==> config.mk <==
export PLATFORM = sky130hd
export DESIGN_NAME = spi_tx_feeder_flat
export DESIGN_NICKNAME = d
export VERILOG_FILES = /design/src/rtl/spi_tx_feeder_if.sv /design/src/rtl/spi_tx_feeder.sv /design/src/flat_wrapper.sv
export SDC_FILE = /design/constraint.sdc
export NUM_CORES = 1
export LEC_CHECK = 0
export ABC_CLOCK_PERIOD_IN_PS = 5500
export CAP_MARGIN = 25
export CORE_UTILIZATION = 55
export DETAILED_ROUTE_END_ITERATION = 16
export GPL_ROUTABILITY_DRIVEN = 0
export PLACE_DENSITY = 0.81
export SYNTH_ARGS = -nofsm -noshare
export SYNTH_HDL_FRONTEND = slang
export SYNTH_SLANG_ARGS = --single-unit
==> constraint.sdc <==
create_clock -name m_clk -period 5.5 [get_ports m_clk]
set_clock_uncertainty 0.15 [all_clocks]
set_input_delay 1.1 -clock m_clk [delete_from_list [all_inputs] [get_ports m_clk]]
set_output_delay 1.1 -clock m_clk [all_outputs]
set_load 0.05 [all_outputs]
==> src/rtl/spi_tx_feeder_if.sv <==
// spi_tx_feeder_if
// ----------------
// Bundles the producer write port, the FIFO status flags and the byte/strobe
// pair that feeds the downstream SPI master (spi_final).
//
// Signals
//   wr_data  [7:0]          byte from the producer
//   wr_en                   write strobe, one byte per cycle while high
//   full                    FIFO holds DEPTH bytes
//   empty                   FIFO holds no bytes
//   level    [log2(DEPTH):0] number of bytes currently stored
//   data_in  [7:0]          byte presented to spi_final
//   data_av                 byte-valid strobe to spi_final
//
// Modports
//   master : producer / testbench side (drives wr_data, wr_en)
//   slave  : the feeder itself (drives status and the SPI-side pair)
interface spi_tx_feeder_if #(
    parameter int DEPTH = 8
) ();
    localparam int LW = $clog2(DEPTH) + 1;

    logic [7:0]    wr_data;
    logic          wr_en;
    logic          full;
    logic          empty;
    logic [LW-1:0] level;
    logic [7:0]    data_in;
    logic          data_av;

    modport master (
        output wr_data, wr_en,
        input  full, empty, level, data_in, data_av
    );

    modport slave (
        input  wr_data, wr_en,
        output full, empty, level, data_in, data_av
    );
endinterface

==> src/rtl/spi_tx_feeder.sv <==
// spi_tx_feeder
// -------------
// Byte FIFO that paces bytes out to a downstream SPI master. Each stored byte
// is popped into data_in and announced with data_av held high for
// FRAME_CYCLES cycles, followed by GAP_CYCLES cycles low, then one IDLE cycle
// before the next byte may be popped (FRAME_CYCLES+GAP_CYCLES+1 spacing).
//
// Parameters
//   DEPTH        FIFO depth in bytes (power of two, 2..64)
//   FRAME_CYCLES cycles data_av is held high per byte (>= 9)
//   GAP_CYCLES   cycles data_av is held low between bytes (>= 1)
//
// Ports
//   m_clk     single clock, all state updates on its rising edge
//   n_reset   asynchronous active-low reset
//   bus       spi_tx_feeder_if.slave (write port, status, data_in/data_av)
//   overflow  sticky dropped-write flag   (only with SPI_FEEDER_OVF_STATUS_EN)
//   ovf_clr   clears overflow             (only with SPI_FEEDER_OVF_STATUS_EN)
//
// Build option
//   SPI_FEEDER_OVF_STATUS_EN : when defined, adds the overflow/ovf_clr ports
//   and the sticky overflow flag. When undefined, writes to a full FIFO are
//   silently dropped.
module spi_tx_feeder #(
    parameter int DEPTH        = 8,
    parameter int FRAME_CYCLES = 15,
    parameter int GAP_CYCLES   = 1
) (
    input  logic             m_clk,
    input  logic             n_reset,
    spi_tx_feeder_if.slave   bus
`ifdef SPI_FEEDER_OVF_STATUS_EN
    ,
    output logic             overflow,
    input  logic             ovf_clr
`endif
);

    localparam int PW      = $clog2(DEPTH);
    localparam int LW      = PW + 1;
    localparam int MAX_CNT = (FRAME_CYCLES > GAP_CYCLES) ? FRAME_CYCLES : GAP_CYCLES;
    localparam int CNT_W   = $clog2(MAX_CNT + 1);

    localparam logic [CNT_W-1:0] FRAME_LOAD = CNT_W'(FRAME_CYCLES - 1);
    localparam logic [CNT_W-1:0] GAP_LOAD   = CNT_W'(GAP_CYCLES - 1);
    localparam logic [LW-1:0]    FULL_LEVEL = LW'(DEPTH);

    typedef enum logic [1:0] {
        IDLE = 2'd0,
        SEND = 2'd1,
        GAP  = 2'd2
    } state_t;

    state_t           state, state_next;
    logic [CNT_W-1:0] cnt, cnt_next;
    logic             data_av_q, av_next;
    logic [7:0]       data_in_q;

    logic [7:0]       mem [DEPTH];
    logic [PW-1:0]    wr_ptr, rd_ptr;
    logic [LW-1:0]    level_q, level_next;
    logic             full_q, empty_q;

    logic             push, pop;

    // Full is judged on the registered flag, i.e. before any pop in the same
    // cycle, so a write into a full FIFO is dropped even if a byte leaves.
    assign push = bus.wr_en && !full_q;

    // Frame sequencer: decides when to pop and how long data_av stays up.
    always_comb begin
        state_next = state;
        cnt_next   = cnt;
        av_next    = data_av_q;
        pop        = 1'b0;
        unique case (state)
            IDLE: begin
                if (!empty_q) begin
                    pop        = 1'b1;
                    av_next    = 1'b1;
                    cnt_next   = FRAME_LOAD;
                    state_next = SEND;
                end
            end
            SEND: begin
                if (cnt == '0) begin
                    av_next    = 1'b0;
                    cnt_next   = GAP_LOAD;
                    state_next = GAP;
                end else begin
                    cnt_next = cnt - 1'b1;
                end
            end
            GAP: begin
                if (cnt == '0) begin
                    state_next = IDLE;
                end else begin
                    cnt_next = cnt - 1'b1;
                end
            end
            default: begin
                state_next = IDLE;
            end
        endcase
    end

    // Sequencer state, counter and the SPI-side output registers.
    always_ff @(posedge m_clk or negedge n_reset) begin
        if (!n_reset) begin
            state     <= IDLE;
            cnt       <= '0;
            data_av_q <= 1'b0;
            data_in_q <= 8'h00;
        end else begin
            state     <= state_next;
            cnt       <= cnt_next;
            data_av_q <= av_next;
            if (pop) begin
                data_in_q <= mem[rd_ptr];
            end
        end
    end

    // Occupancy after this edge; a simultaneous push and pop cancel out.
    always_comb begin
        level_next = level_q;
        unique case ({push, pop})
            2'b10:   level_next = level_q + 1'b1;
            2'b01:   level_next = level_q - 1'b1;
            default: level_next = level_q;
        endcase
    end

    // Pointers and status flags; flags are derived from the same next level
    // so full, empty and level always agree.
    always_ff @(posedge m_clk or negedge n_reset) begin
        if (!n_reset) begin
            wr_ptr  <= '0;
            rd_ptr  <= '0;
            level_q <= '0;
            full_q  <= 1'b0;
            empty_q <= 1'b1;
        end else begin
            if (push) begin
                wr_ptr <= wr_ptr + 1'b1;
            end
            if (pop) begin
                rd_ptr <= rd_ptr + 1'b1;
            end
            level_q <= level_next;
            full_q  <= (level_next == FULL_LEVEL);
            empty_q <= (level_next == '0);
        end
    end

    // Storage array; contents need no reset because empty gates every read.
    always_ff @(posedge m_clk) begin
        if (push) begin
            mem[wr_ptr] <= bus.wr_data;
        end
    end

`ifdef SPI_FEEDER_OVF_STATUS_EN
    // Sticky record of any dropped write; a new drop beats a clear.
    always_ff @(posedge m_clk or negedge n_reset) begin
        if (!n_reset) begin
            overflow <= 1'b0;
        end else if (bus.wr_en && full_q) begin
            overflow <= 1'b1;
        end else if (ovf_clr) begin
            overflow <= 1'b0;
        end
    end
`endif

    assign bus.full    = full_q;
    assign bus.empty   = empty_q;
    assign bus.level   = level_q;
    assign bus.data_in = data_in_q;
    assign bus.data_av = data_av_q;

endmodule

==> src/flat_wrapper.sv <==
// flat-port wrapper written by rule: the top's interface ports become plain ports
module spi_tx_feeder_flat 
#(
    parameter int DEPTH        = 8,
    parameter int FRAME_CYCLES = 15,
    parameter int GAP_CYCLES   = 1
)
  (m_clk, n_reset, bus_wr_data, bus_wr_en, bus_full, bus_empty, bus_level, bus_data_in, bus_data_av);
  spi_tx_feeder_if #(.DEPTH(DEPTH)) bus_i ();
  input  logic m_clk;
  input  logic n_reset;
  input wire logic [$bits(bus_i.wr_data)-1:0] bus_wr_data;
  input wire logic [$bits(bus_i.wr_en)-1:0] bus_wr_en;
  output wire logic [$bits(bus_i.full)-1:0] bus_full;
  output wire logic [$bits(bus_i.empty)-1:0] bus_empty;
  output wire logic [$bits(bus_i.level)-1:0] bus_level;
  output wire logic [$bits(bus_i.data_in)-1:0] bus_data_in;
  output wire logic [$bits(bus_i.data_av)-1:0] bus_data_av;
  assign bus_i.wr_data = bus_wr_data;
  assign bus_i.wr_en = bus_wr_en;
  assign bus_full = bus_i.full;
  assign bus_empty = bus_i.empty;
  assign bus_level = bus_i.level;
  assign bus_data_in = bus_i.data_in;
  assign bus_data_av = bus_i.data_av;
  spi_tx_feeder #(.DEPTH(DEPTH), .FRAME_CYCLES(FRAME_CYCLES), .GAP_CYCLES(GAP_CYCLES)) u_core (.m_clk(m_clk), .n_reset(n_reset), .bus(bus_i));
endmodule
======== Word-level counts from Yosys, hierarchy flattened ========
Memory sizes are Yosys's and may differ from the RTL's. A register that Yosys moved wholly into a read port is not among the register bits.
Cells that the tools add are included.
word-level totals
  bits in registers ....................... 19
  memory bits (writable) .................. 64
  input port bits ......................... 11
  memories kept ........................... 1
cells by class
  add/sub/neg operators ................... 5
  eq/ne operators ......................... 9
  muxes and demuxes ....................... 16
  reduce and logical (&&, ||, !) cells .... 11
memory list
  memory      words  bits a word  read ports  clocked after Yosys merged registers in  write ports  line                 RTL
  u_core.mem  8      8            1           1                                        1            spi_tx_feeder.sv:59  logic [7:0] mem [DEPTH];
operator list
  operator                                                                 count
  4-bit 2-to-1 mux                                                         3
  4-bit one-hot mux with 3 select lines                                    1
  3-bit AND reduction                                                      3
  4-bit logical NOT                                                        2
  4-bit one-hot mux with 2 select lines                                    1
  4-bit by 1-bit subtractor with 4-bit output, second input constant       2
  3-bit by 1-bit adder with 3-bit output, second input constant            2
  1-bit 2-to-1 mux                                                         6
  2-bit 2-to-1 mux                                                         3
  2-bit one-hot mux with 3 select lines                                    1
  4-bit by 1-bit adder with 4-bit output, second input constant            1
  2-bit by 1-bit equality test with 1-bit output, second input constant    2
  2-bit equality test, second input constant                               2
  4-bit equality test, second input constant                               1
  2-bit by 1-bit inequality test with 1-bit output, second input constant  2
  2-bit inequality test, second input constant                             2
  3-bit nonzero test                                                       1
  1-bit logical NOT                                                        2
  2-bit logical NOT                                                        1
  1-bit one-hot mux with 2 select lines                                    1
  2-bit nonzero test                                                       1
  1-bit logical AND                                                        1

======== Longest topological paths before layout ========
  word-level depth ........................ 5
  gate-level depth with buffers ........... 12
  depth with buffers taken out ............ 12

======== Least setup slack after synthesis ========
OpenSTA, ideal clock, no wires.
  path type ............................... in2reg
  from .................................... input bus_wr_en
  to ...................................... register u_core.full_q (netlist: u_core.bus.full)
  library setup time ...................... 0.073 ns
  arrival ................................. 3.056 ns
  slack ................................... 2.221 ns
  stages .................................. 11
  path buffers ............................ 1
  cells stage by stage .................... nor2b_1 buf_2 clkinv_1 nand2_1 xnor2_1 ha_1 a21oi_1 or3_4 a2111o_1 a31o_1 nor2b_1
on the way
  cells in the longest elaborated chain, start to end .. 4
  elaborated cells on any way between the ends .. 5
RTL lines
  what                                                                                   line                  RTL
  start, declared                                                                        flat_wrapper.sv:13    input wire logic [$bits(bus_i.wr_en)-1:0] bus_wr_en;
  1-bit logical AND *                                                                    spi_tx_feeder.sv:68   assign push = bus.wr_en && !full_q;
  2-bit by 1-bit equality test with 1-bit output or 2-bit equality test (tied branches)  spi_tx_feeder.sv:127  unique case ({push, pop})
  4-bit one-hot mux with 2 select lines *                                                spi_tx_feeder.sv:127
  4-bit equality test *                                                                  spi_tx_feeder.sv:151  full_q <= (level_next == FULL_LEVEL);
  end signal, assigned                                                                   spi_tx_feeder.sv:151
  end, declared                                                                          spi_tx_feeder.sv:62   logic full_q, empty_q;
Every way passes the cells marked *; elsewhere a longest branch is shown, timed or not.
A chain may end at the register's enable or synchronous reset.

======== Worst setup path after layout ========
Same ends and word-level chain as after synthesis.

==> results.cfg <==
[critical_path]
r2r-start = u_core.bus.full$_DFF_PN0_
r2r_slack_ps = 2480
crit_family = simple AND/OR/NAND/NOR gates
arrival_ps = 3990
cp_slowest_cell = clkdlybuf4s50_1
path_cells = clkdlybuf4s50_1, nor2b_1, clkinv_1, nand2_1, xnor2_1, ha_1, a21oi_1, or3_4, a2111o_1, a31o_1, nor2b_1
reg2reg_depth = 10
r2r_end = u_core.bus.full$_DFF_PN0_
crit_type = in2reg
cp.required_ps = 5640
startpoint_type = input pin
cp_num_buf_inv = 2
path_common_cell = nor2b_1
cp_max_fo = 9
endpoint_kind = flip-flop
worst_path_largest_cell_delay_ps = 450

[layout]
layout_commonest_cell = edfxtp_1
drive_gt1_frac = 0.152
final_cell_mix = 64 x edfxtp_1, 26 x dfrtp_1, 25 x clkdlybuf4s50_1
stdcell_area_sq_mm = 0.00435
fin_nets = 292
n_antenna_cell = 0
areaGrowthSynthToFinish_pct = 14.7

[sta]
setup_tns_ps = 0
finalSetupViolCount = 0
tightest_slew_ps = 910
relSlewSlack = 0.391
rsz0062_at_grt = false
hold_viol_final = 0
fmaxAchievable_mhz = 260
finalCritPeriodShare = 0.700
fin_crit_ps = 3850
slew_violations = 0

[grt]
grt_pass1_wl_mm = 9.92
first_global_vias = 1964
grt_max_degree = 28
gr-total-overflow = 0
antenna_found_initial = 0
track_usage = 0.190

[cts]
cts_resized = 0
post_cts_hold_buffer_count = 0
clkLatencyLatePin_ps = 360
clockBufferDepth = 2
root_buffer = clkbuf_8
ctsHtreeMaxLevel = 3
cts_setup_buffers = 0
cts_tree = built
cts_made_buffers = 9
cts.clk_slew.worst_paths_ps = 90
cts.sinks = 91

[die]
rows = 29
chipHeight_microns = 85.1
ios = 26
start_util = 0.585
die_x_microns = 85.1
core-area_sq_mm = 0.00649
dieArea_sq_mm = 0.00724

[drt]
wire_per_inst_microns = 17.2
initialDrtViolationCount = 89
viasPerCell = 5.61
postRouteAntennaNets = 0
drt-total-wl_mm = 6.06
dr.pass1.iters = 4
vias = 1979
drc = 0

[synthesis]
syn-instance-count = 238
synth_seq_area_share = 0.684
synth_ff_type = edfxtp_1
synth_area_per_cell_sq_um = 16.0
synth_edf_count = 64
synth-seq-cells = 91
synth.distinct_cells = 41
syn_nets = 259
yosysWarnings = 0
syn_area_sq_mm = 0.00380
async_flop_share = 0.297

[hold_path]
hold_path_startpoint = u_core.bus.data_in[7]$_DFFE_PN0P_
whs_path_depth = 2
holdPathEnd = u_core.bus.data_in[7]$_DFFE_PN0P_
hold_path.class = reg2reg

[pwr]
irDropWorstVdd_v = 0.000279
powerDensity_mw_per_mm2 = 590
power_leakage_nw = 1.56

[job]
max_cap_viol_count = 0

[outcome]
status = finished, final reports clean

[placed_design]
io_buffer_count = 25
placed_cell_area_sq_mm = 0.00416
hpwl_mm = 4.01
state kept, by name, indices dropped and copies added (netlist names), 2 cells and up:
signal / flops
u_core.wr_ptr: 3
u_core.mem: 64
u_core.rd_ptr: 3
u_core.bus.level: 4
u_core.bus.data_in: 8
u_core.state: 2
u_core.cnt: 4
kinds of logic after synthesis:
group / after synthesis / share of synthesized area
AOI/OAI and AO/OA: 32 / 0.0521
muxes: 26 / 0.122
DFF: 91 / 0.684
xor gates and xnor gates: 8 / 0.0185
adders and majority gates: 10 / 0.0329
and+or+nand+nor: 54 / 0.0722
buffers and inverters: 17 / 0.0181
worst reg2reg max path, delay by kind of cell, from the launching register on:
family | cells | cell delay, ps
AO/OA/AOI/OAI | 3 | 700
XOR/XNOR | 1 | 120
adder cells (fa/ha/maj) | 1 | 150
buffers and inverters | 1 | 380
AND/OR/NAND/NOR | 4 | 1060
flip-flops | 1 | 380
where the power goes:
part	internal (mW)	total, mW	switching [mW]
clock network	0.208	0.431	0.223
registers	0.911	1.07	0.158
logic	0.471	1.07	0.595
metrics by stage:
step	worst slack [ps]	instances	total power, mW	util	hold slack (ps)
finish	1650	353	2.57	0.670	342
global route	1420	353	2.74	0.670	374
CTS	1690	353	2.59	0.670	346
detailed placement	1320	337	2.16	0.641	327
global placement	1360	336	2.12	0.639	316
floorplan	2220	238	1.86	-	330
worst max-delay path by stage:
stage | start | endpoint | slack, ps | cells after the start
2_1_floorplan | bus_wr_en | u_core.bus.full$_DFF_PN0_ | 2220 | 11
3_3_place_gp | bus_wr_en | u_core.bus.full$_DFF_PN0_ | 1360 | 11
3_5_place_dp | bus_wr_en | u_core.bus.full$_DFF_PN0_ | 1320 | 11
4_1_cts | bus_wr_en | u_core.bus.full$_DFF_PN0_ | 1690 | 11
5_1_grt | bus_wr_en | u_core.bus.full$_DFF_PN0_ | 1420 | 11
6_report | bus_wr_en | u_core.bus.full$_DFF_PN0_ | 1650 | 11
routing by layer:
layer  routed length, microns  track usage
met1                     2730        0.261
met2                     2900        0.293
met3                      334       0.0506
met4                       96       0.0786
met5                        0            0
layout make-up:
class | instances | area, sq um
Sequential cell | 91 | 2600
Fill cell | 441 | 2140
Multi-Input combinational cell | 130 | 1130
Timing Repair Buffer | 31 | 303
Clock buffer | 9 | 124
Tap cell | 77 | 96.3
Clock inverter | 7 | 67.6
Inverter | 8 | 30.0
Yosys cell counts, types with 5 or more instances:
| master | number | share of area |
|---|---|---|
| nor2_1 | 9 | 0.0089 |
| o21ai_0 | 8 | 0.011 |
| mux2i_1 | 8 | 0.021 |
| nand2_1 | 23 | 0.023 |
| inv_1 | 7 | 0.0069 |
| xnor2_1 | 7 | 0.016 |
| o21ai_1 | 9 | 0.012 |
| mux4_2 | 16 | 0.095 |
| nor3_1 | 5 | 0.0066 |
| ha_1 | 10 | 0.033 |
| edfxtp_1 | 64 | 0.51 |
| dfrtp_1 | 26 | 0.17 |
(Power assumes the default switching activity.)
